==> src/rtl/fetch_unit.sv <==
// Byte-wide instruction fetch unit: loads PC from a two-byte reset vector, then streams bytes into a small FIFO.
// Optional macro FETCH_PREFETCH_EN deepens the buffer to 2 for one-byte-per-cycle throughput.
module fetch_unit #(
    parameter int                    ADDR_WIDTH  = 16,
    parameter int                    DATA_WIDTH  = 8,
    parameter logic [ADDR_WIDTH-1:0] VECTOR_ADDR = 16'hFFFC
) (
    input  logic                  clk,
    input  logic                  reset,
    output logic                  mem_enable,
    output logic [ADDR_WIDTH-1:0] mem_address,
    output logic                  mem_wr_enable,
    input  logic [DATA_WIDTH-1:0] mem_rd_data,
    input  logic                  redirect_valid,
    input  logic [ADDR_WIDTH-1:0] redirect_addr,
    output logic                  out_valid,
    input  logic                  out_ready,
    output logic [DATA_WIDTH-1:0] out_data,
    output logic [ADDR_WIDTH-1:0] out_addr,
    output logic                  vector_done
);

`ifdef FETCH_PREFETCH_EN
    localparam int DEPTH = 2;
`else
    localparam int DEPTH = 1;
`endif

    typedef enum logic [1:0] {VEC_LO, VEC_HI, VEC_LOAD, FETCH} state_t;

    state_t                state_reg, state_next;
    logic [ADDR_WIDTH-1:0] pc_reg, pc_next;
    logic [DATA_WIDTH-1:0] vec_lo_reg;
    logic                  vec_done_reg;
    logic                  inflight_reg;
    logic [ADDR_WIDTH-1:0] inflight_addr_reg;
    logic [1:0]            count_reg, count_next;
    logic [DATA_WIDTH-1:0] buf_data_reg  [DEPTH];
    logic [ADDR_WIDTH-1:0] buf_addr_reg  [DEPTH];
    logic [DATA_WIDTH-1:0] buf_data_next [DEPTH];
    logic [ADDR_WIDTH-1:0] buf_addr_next [DEPTH];
    logic                  issue, push, pop;
    logic [1:0]            wr_idx;
    logic [2:0]            occupancy;

    assign pop  = (count_reg != 2'd0) && out_ready;
    // Data returning for a read is dropped if a redirect lands on the same edge.
    assign push = inflight_reg && !redirect_valid;
    // Counting the byte leaving this cycle lets a read issue back-to-back with the pop.
    assign occupancy = {1'b0, count_reg} - {2'b00, pop} + {2'b00, inflight_reg};
    assign wr_idx    = count_reg - {1'b0, pop};

    assign count_next = redirect_valid ? 2'd0 : (count_reg + {1'b0, push} - {1'b0, pop});

    always_comb begin
        state_next  = state_reg;
        pc_next     = pc_reg;
        mem_enable  = 1'b0;
        mem_address = pc_reg;
        issue       = 1'b0;
        case (state_reg)
            VEC_LO: begin
                mem_enable  = 1'b1;
                mem_address = VECTOR_ADDR;
                state_next  = VEC_HI;
            end
            VEC_HI: begin
                mem_enable  = 1'b1;
                mem_address = VECTOR_ADDR + ADDR_WIDTH'(1);
                state_next  = VEC_LOAD;
            end
            VEC_LOAD: begin
                pc_next    = ADDR_WIDTH'({mem_rd_data, vec_lo_reg});
                state_next = FETCH;
            end
            FETCH: begin
                if (occupancy < 3'(DEPTH)) begin
                    issue       = 1'b1;
                    mem_enable  = 1'b1;
                    mem_address = pc_reg;
                    pc_next     = pc_reg + ADDR_WIDTH'(1);
                end
            end
            default: state_next = VEC_LO;
        endcase
        if (redirect_valid) begin
            state_next = FETCH;
            pc_next    = redirect_addr;
            mem_enable = 1'b0;
            issue      = 1'b0;
        end
        if (reset) begin
            mem_enable  = 1'b0;
            mem_address = '0;
        end
    end

    always_ff @(posedge clk or posedge reset) begin
        if (reset) begin
            state_reg         <= VEC_LO;
            pc_reg            <= '0;
            vec_lo_reg        <= '0;
            vec_done_reg      <= 1'b0;
            inflight_reg      <= 1'b0;
            inflight_addr_reg <= '0;
            count_reg         <= 2'd0;
        end else begin
            state_reg         <= state_next;
            pc_reg            <= pc_next;
            if (state_reg == VEC_HI) begin
                vec_lo_reg <= mem_rd_data;
            end
            if (state_reg == VEC_LOAD || redirect_valid) begin
                vec_done_reg <= 1'b1;
            end
            inflight_reg      <= issue;
            inflight_addr_reg <= pc_reg;
            count_reg         <= count_next;
        end
    end

    // Head of the FIFO is always entry 0; a pop shifts the remaining entries down.
    genvar gi;
    generate
        for (gi = 0; gi < DEPTH; gi++) begin : g_entry
            logic [DATA_WIDTH-1:0] shift_data;
            logic [ADDR_WIDTH-1:0] shift_addr;
            if (gi + 1 < DEPTH) begin : g_shift
                assign shift_data = buf_data_reg[gi+1];
                assign shift_addr = buf_addr_reg[gi+1];
            end else begin : g_last
                assign shift_data = buf_data_reg[gi];
                assign shift_addr = buf_addr_reg[gi];
            end
            assign buf_data_next[gi] = (push && wr_idx == 2'(gi)) ? mem_rd_data :
                                       (pop ? shift_data : buf_data_reg[gi]);
            assign buf_addr_next[gi] = (push && wr_idx == 2'(gi)) ? inflight_addr_reg :
                                       (pop ? shift_addr : buf_addr_reg[gi]);
        end
    endgenerate

    always_ff @(posedge clk or posedge reset) begin
        if (reset) begin
            for (int i = 0; i < DEPTH; i++) begin
                buf_data_reg[i] <= '0;
                buf_addr_reg[i] <= '0;
            end
        end else begin
            for (int i = 0; i < DEPTH; i++) begin
                buf_data_reg[i] <= buf_data_next[i];
                buf_addr_reg[i] <= buf_addr_next[i];
            end
        end
    end

    assign out_valid     = (count_reg != 2'd0);
    assign out_data      = buf_data_reg[0];
    assign out_addr      = buf_addr_reg[0];
    assign mem_wr_enable = 1'b0;
    assign vector_done   = vec_done_reg || (state_reg == VEC_LOAD);

endmodule
==> config.mk <==
export PLATFORM = sky130hd
export DESIGN_NAME = fetch_unit
export DESIGN_NICKNAME = d
export VERILOG_FILES = /design/src/rtl/fetch_unit.sv
export SDC_FILE = /design/constraint.sdc
export NUM_CORES = 1
export LEC_CHECK = 0
export CORE_UTILIZATION = 55
export DETAILED_ROUTE_END_ITERATION = 7
export DONT_BUFFER_PORTS = 1
export PLACE_DENSITY = 0.7
export SYNTH_ARGS = -nofsm -noshare
export SYNTH_HDL_FRONTEND = slang
export SYNTH_SLANG_ARGS = --single-unit
export TNS_END_PERCENT = 1
==> constraint.sdc <==
create_clock -name clk -period 5.83 [get_ports clk]
set_clock_uncertainty 0.15 [all_clocks]
set_input_delay 1.166 -clock clk [delete_from_list [all_inputs] [get_ports clk]]
set_output_delay 1.166 -clock clk [all_outputs]
set_load 0.1 [all_outputs]
==> impl_metrics.csv, run 1 <==
group,metric,value,unit
setup_path,crit_slowest_cell,"fa_1",
placement,port_buffers,0,
worst_hold_path,worst_hold_path.endpoint,"inflight_addr_reg[15]",
timing,min_period_over_period,0.742,
die,num_rows,28,
placement,routabilityCongestion,0.909,
grt,grt_pass1_wl,12700,µm
detailed_routing,drt-wirelength-per-cell,19.8,µm
synthesis,synth_area,0.00356,mm²
clocking,cts.reportedPaths.clkPinSlew,0.08,ns
synthesis,synth_cell_types,68,
synthesis,syn_avg_cell_area,11.1,µm²
setup_path,path_buf_inv,2,
timing,fmax,0.231,GHz
timing,fin_setup_tns,0,ns
clocking,ctsHtreeMaxLevel,3,
die,fp.dieArea,0.00680,mm²
setup_path,cpPeakStageDelay,0.52,ns
grt,grt_use_met3,0.0835,
setup_path,cp.arrival,3.01,ns
clocking,cts_sinks,70,
clocking,cts_tree,"done",
detailed_routing,avgViaCountPerCell,6.32,
timing,rsz0062_at_grt,"false",
cells_and_area,drive_gt1_frac,0.268,
worst_hold_path,hold_depth,0,
synthesis,ys.warnings.count,0,
synthesis,syn_inst,322,
setup_path,start_kind,"input pin",
timing,min_period,4.33,ns
grt,grtUsageMet1,0.340,
die,core,0.00610,mm²
timing,maxSlewViolCount,0,
clocking,cts_buffers,9,
grt,grt_pass1_vias,2515,
synthesis,ys_seq_elements,70,
setup_path,r2r_slack,2.35,ns
timing,holdWs,0.317,ns
clocking,ctsResizeCount,0,
die,io_pins,72,
timing,finalHoldViolCount,0,
detailed_routing,antenna_left,0,
synthesis,synth-edff-count,0,
die,die_y,82.5,µm
cells_and_area,diodes,0,
clocking,clk_path_buf_depth,2,
grt,grt_util_met2,0.412,
clocking,clkLatencyLatePin,0.35,ns
detailed_routing,dr.pass1.iters,4,
setup_path,worstReg2RegEnd,"pc_reg[12]",
timing,setup_viol,0,
status,outcome,"finished clean",
grt,track_usage,0.260,
timing,worst_slew_pin_slew,1.09,ns
clocking,cts-root-buf,"clkbuf_8",
setup_path,crit_chain,"and3b_1 -> or2_2 -> ha_1 -> inv_1 -> fa_1 -> nand3b_1 -> nor2_1 -> nor2_1 -> nor4_4 -> buf_4",
die,initial_core_util,0.584,
cells_and_area,fillCellCount,501,
detailed_routing,drcViolationCount,0,
job,maxCapViolCount,0,
grt,busiest_layer,"met2",
grt,grt_antenna_before_repair,0,
setup_path,crit_path_end_kind,"primary output",
grt,overflow,0,
clocking,postCtsSetupBuffers,0,
detailed_routing,route.vias.total,2528,
detailed_routing,routed_wl,7910,µm
setup_path,crit_fanout,5,
clocking,cts_hold_buffers,0,
cells_and_area,area_growth,8.68,%
setup_path,cp_common_cell,"nor2_1",
grt,grt_start_max_net_pins,65,
synthesis,synth_fp_nets,358,
detailed_routing,drt_iter0_drc,160,
setup_path,r2r_start,"count_reg[1]",
setup_path,path_delay_family,"simple AND/OR/NAND/NOR gates",
synthesis,yosys_most_used_dff,"dfrtp_1",
die,die_w,82.5,µm
synthesis,ys_seq_area_frac,0.492,
synthesis,ys_async_sr_fraction,1.00,
placement,dp_hpwl,5510,µm
setup_path,critical_path_class,"input pin to primary output",
setup_path,rr_worst_depth,9,
timing,max-slew-margin-rel,0.274,
worst_hold_path,hp-start,"pc_reg[15]",
setup_path,cp_data_required_time,4.51,ns
cells_and_area,finalNetCount,356,
worst_hold_path,hp-class,"register to register",
==> worst max path at each step <==
stage | cells past startpoint | slack (ns) | endpoint | from
6_report | 10 | 1.50 | mem_enable | out_ready
5_1_grt | 10 | 1.36 | mem_enable | out_ready
4_1_cts | 10 | 1.49 | mem_enable | out_ready
3_5_place_dp | 10 | 1.50 | mem_enable | out_ready
3_3_place_gp | 10 | 1.53 | mem_enable | out_ready
2_1_floorplan | 9 | 0.44 | mem_enable | out_ready
==> Yosys cell counts (6+ instances only) <==
library cell | n | area (µm²)
o31ai_1 | 6 | 45.0
clkbuf_1 | 8 | 30.0
a21oi_1 | 7 | 35.0
nor2_1 | 44 | 165
mux2_4 | 20 | 300
mux2_2 | 12 | 135
nand3_1 | 7 | 35.0
ha_1 | 7 | 87.6
inv_1 | 10 | 37.5
o21ai_0 | 7 | 35.0
nand2b_1 | 6 | 37.5
nand2_1 | 19 | 71.3
dfrtp_1 | 70 | 1750
==> layer usage <==
metal / wire length (µm) / vias up
met5: 0 / -
met4: 116 / 0
met3: 564 / 8
met2: 3750 / 88
met1: 3470 / 1277
li1: - / 1155
==> stage by stage <==
stage | instances | area, µm² | util | setup WS, ns
floorplan | 322 | 3570 | - | 0.439
global placement | 384 | 3660 | 0.601 | 1.53
detailed placement | 384 | 3660 | 0.601 | 1.50
CTS | 400 | 3870 | 0.635 | 1.49
global route | 400 | 3870 | 0.635 | 1.36
finish | 400 | 3870 | 0.635 | 1.50
==> layout by cell type (no fill, tap or decap), types with 5 or more instances in the layout <==
| master | count |
|---|---|
| a21oi_1 | 7 |
| clkbuf_8 | 10 |
| dfrtp_1 | 70 |
| ha_1 | 7 |
| inv_1 | 9 |
| mux2_2 | 12 |
| mux2_4 | 20 |
| nand2_1 | 19 |
| nand2b_1 | 6 |
| nand3_1 | 7 |
| nor2_1 | 29 |
| nor2_2 | 15 |
| nor2b_1 | 5 |
| o21ai_0 | 7 |
| o31ai_1 | 6 |
==> area by class of cell <==
cell class                 count  area, µm²  area share
multi-input combinational    223       1720       0.445
clock buffer                  10        138      0.0356
sequential                    70       1750       0.453
inverter                      11       41.3      0.0107
clock inverter                 6       67.6      0.0175
tap                           75       93.8      0.0242
timing repair buffer           5       55.1      0.0142
==> kinds of logic after synthesis <==
logic type | share of synthesized area
other | 0.00105
and+or+nand+nor | 0.170
muxes | 0.125
adders and majority gates | 0.0302
DFF | 0.492
AOI/OAI and AO/OA | 0.124
buffers and inverters | 0.0404
xor gates and xnor gates | 0.0172
Power of run 1 is left out: the tool's default activity adds up to more than one toggle a clock period on the data nets, which glitch-free logic cannot reach.
==> run 2, diff against run 1 <==
Settings changed: PLACE_DENSITY 0.7 to 0.73.
Clock period 5.83 ns to 3.7 ns, I/O delays scaled along.
==> run 2 against run 1 <==
Compared with the run above:
- cell count grew 4.5%
- utilization rose by 1.6 points
- hold slack worse by 0.063 ns
- first-iteration DRC count is 23% lower
- via count decreased by 0.44%
- worst setup slack worse by 1.3 ns
- cell area rose by 2.5%
- register-to-register slack got worse by 1.5 ns
- wire length rose by 2.4%
- die area stayed put
- critical endpoint unchanged
- largest cell class unchanged
==> impl_metrics.csv, run 2 (synthesis gave the netlist of run 1 again) <==
group,metric,value,unit
clocking,cts_buffers,9,
detailed_routing,route.vias.total,2517,
cells_and_area,multi_input_area,0.00173,mm²
timing,maxSlewViolCount,0,
clocking,postCtsSetupBuffers,0,
placement,port_buffers,0,
timing,worst_slew_pin_slew,0.923,ns
cells_and_area,postLayoutCoreUtil,0.651,
detailed_routing,drt-wirelength-per-cell,19.4,µm
grt,grt_antenna_before_repair,0,
setup_path,cp.arrival,2.62,ns
clocking,clkLatencyLatePin,0.34,ns
timing,fin_setup_tns,0,ns
detailed_routing,dr.pass1.iters,4,
grt,grt_pass1_vias,2513,
setup_path,path_buf_inv,2,
timing,holdWs,0.254,ns
die,io_pins,72,
detailed_routing,wl_met1,3590,µm
clocking,cts_sinks,70,
setup_path,start_kind,"register",
timing,rsz0062_at_grt,"false",
detailed_routing,antenna_left,0,
grt,grt_pass1_wl,12500,µm
die,fp.dieArea,0.00680,mm²
setup_path,cp_data_required_time,2.81,ns
cells_and_area,mostFrequentLayoutCell,"dfrtp_1",
grt,overflow,0,
setup_path,r2r_slack,0.81,ns
clocking,cts.reportedPaths.clkPinSlew,0.07,ns
die,core,0.00610,mm²
cells_and_area,finalNetCount,375,
grt,track_usage,0.256,
cells_and_area,finalNonFillerCells,418,
status,outcome,"finished clean",
detailed_routing,wl_met2,3920,µm
setup_path,critical_path_class,"register to primary output",
die,die_w,82.5,µm
detailed_routing,drt_iter0_drc,124,
setup_path,crit_path_end_kind,"primary output",
timing,finalHoldViolCount,0,
placement,dp_hpwl,5700,µm
detailed_routing,met3WireLength,465,µm
cells_and_area,diodes,0,
placement,dp_cells,403,
setup_path,rr_worst_depth,9,
die,initial_core_util,0.584,
setup_path,r2r_start,"count_reg[1]",
setup_path,crit_fanout,8,
die,num_rows,28,
grt,grt_start_max_net_pins,36,
timing,fmax,0.285,GHz
detailed_routing,avgViaCountPerCell,6.02,
setup_path,crit_chain,"and3b_1 -> or2_2 -> ha_1 -> inv_1 -> fa_1 -> nand3b_1 -> nor2_2 -> nor2_1 -> nor4_4 -> buf_12",
setup_path,path_delay_family,"simple AND/OR/NAND/NOR gates",
worst_hold_path,hp-class,"input pin to async pin",
detailed_routing,highest_layer,"met4",
cells_and_area,seq_area,0.00175,mm²
cells_and_area,drive_gt1_frac,0.309,
setup_path,worstReg2RegEnd,"pc_reg[7]",
clocking,cts-root-buf,"clkbuf_8",
timing,min_period,3.51,ns
timing,min_period_over_period,0.949,
cells_and_area,fillCellCount,492,
detailed_routing,drcViolationCount,0,
clocking,clk_path_buf_depth,2,
die,die_y,82.5,µm
timing,max-slew-margin-rel,0.385,
detailed_routing,routed_wl,8100,µm
placement,routabilityCongestion,0.869,
cells_and_area,area_growth,11.4,%
clocking,ctsHtreeMaxLevel,3,
clocking,cts_tree,"done",
timing,setup_viol,0,
setup_path,crit_slowest_cell,"dfrtp_2",
setup_path,cpPeakStageDelay,0.46,ns
job,maxCapViolCount,0,
cells_and_area,final_cell_mix,"69 x dfrtp_1, 28 x nor2_1, 23 x buf_4, 20 x mux2_4, 19 x nand2_1",
run 2: worst max-delay path by stage:
stage                  from         end  slack (ns)  depth (start not counted)
2_1_floorplan     out_ready  mem_enable       -0.84                          9
3_3_place_gp      out_ready  mem_enable        0.28                         10
3_5_place_dp      out_ready  mem_enable        0.23                         10
4_1_cts        count_reg[1]  mem_enable        0.05                         10
5_1_grt        count_reg[1]  mem_enable        0.02                         10
6_report       count_reg[1]  mem_enable        0.19                         10
run 2: metal layers:
metal | vias to the layer above | GRT usage
li1 | 1188 | -
met2 | 80 | 0.427
met1 | 1236 | 0.321
met5 | - | 0
met3 | 13 | 0.0604
met4 | 0 | 0.100
run 2: layout make-up:
class	instances	share of cell area
tap	75	0.0237
sequential	70	0.442
clock inverter	5	0.00694
inverter	11	0.0104
clock buffer	10	0.0322
timing repair buffer	24	0.0486
multi-input combinational	223	0.436
run 2: worst register-to-register path, stage by stage, from the launching register on:
cell	delay, ns
dfrtp_2	0.46
and3b_1	0.23
or2_2	0.28
ha_1	0.17
inv_1	0.06
fa_1	0.44
and3b_1	0.22
a211oi_2	0.51
a31o_2	0.18
a32oi_1	0.05
run 2: repair_timing:
item	CTS	global route
resized for setup	0	2
hold endpoints to repair	0	0
hold buffers	0	0
endpoints found under the setup margin	0	1
run 2: through the flow:
step | setup WS, ns | instance area, µm²
3_5_place_dp | 0.234 | 3810
4_1_cts | 0.0460 | 3960
6_report | 0.188 | 3970
2_1_floorplan | -0.839 | 3570
5_1_grt | 0.0186 | 3970
3_3_place_gp | 0.285 | 3810
Power of run 2 is left out for the same reason.
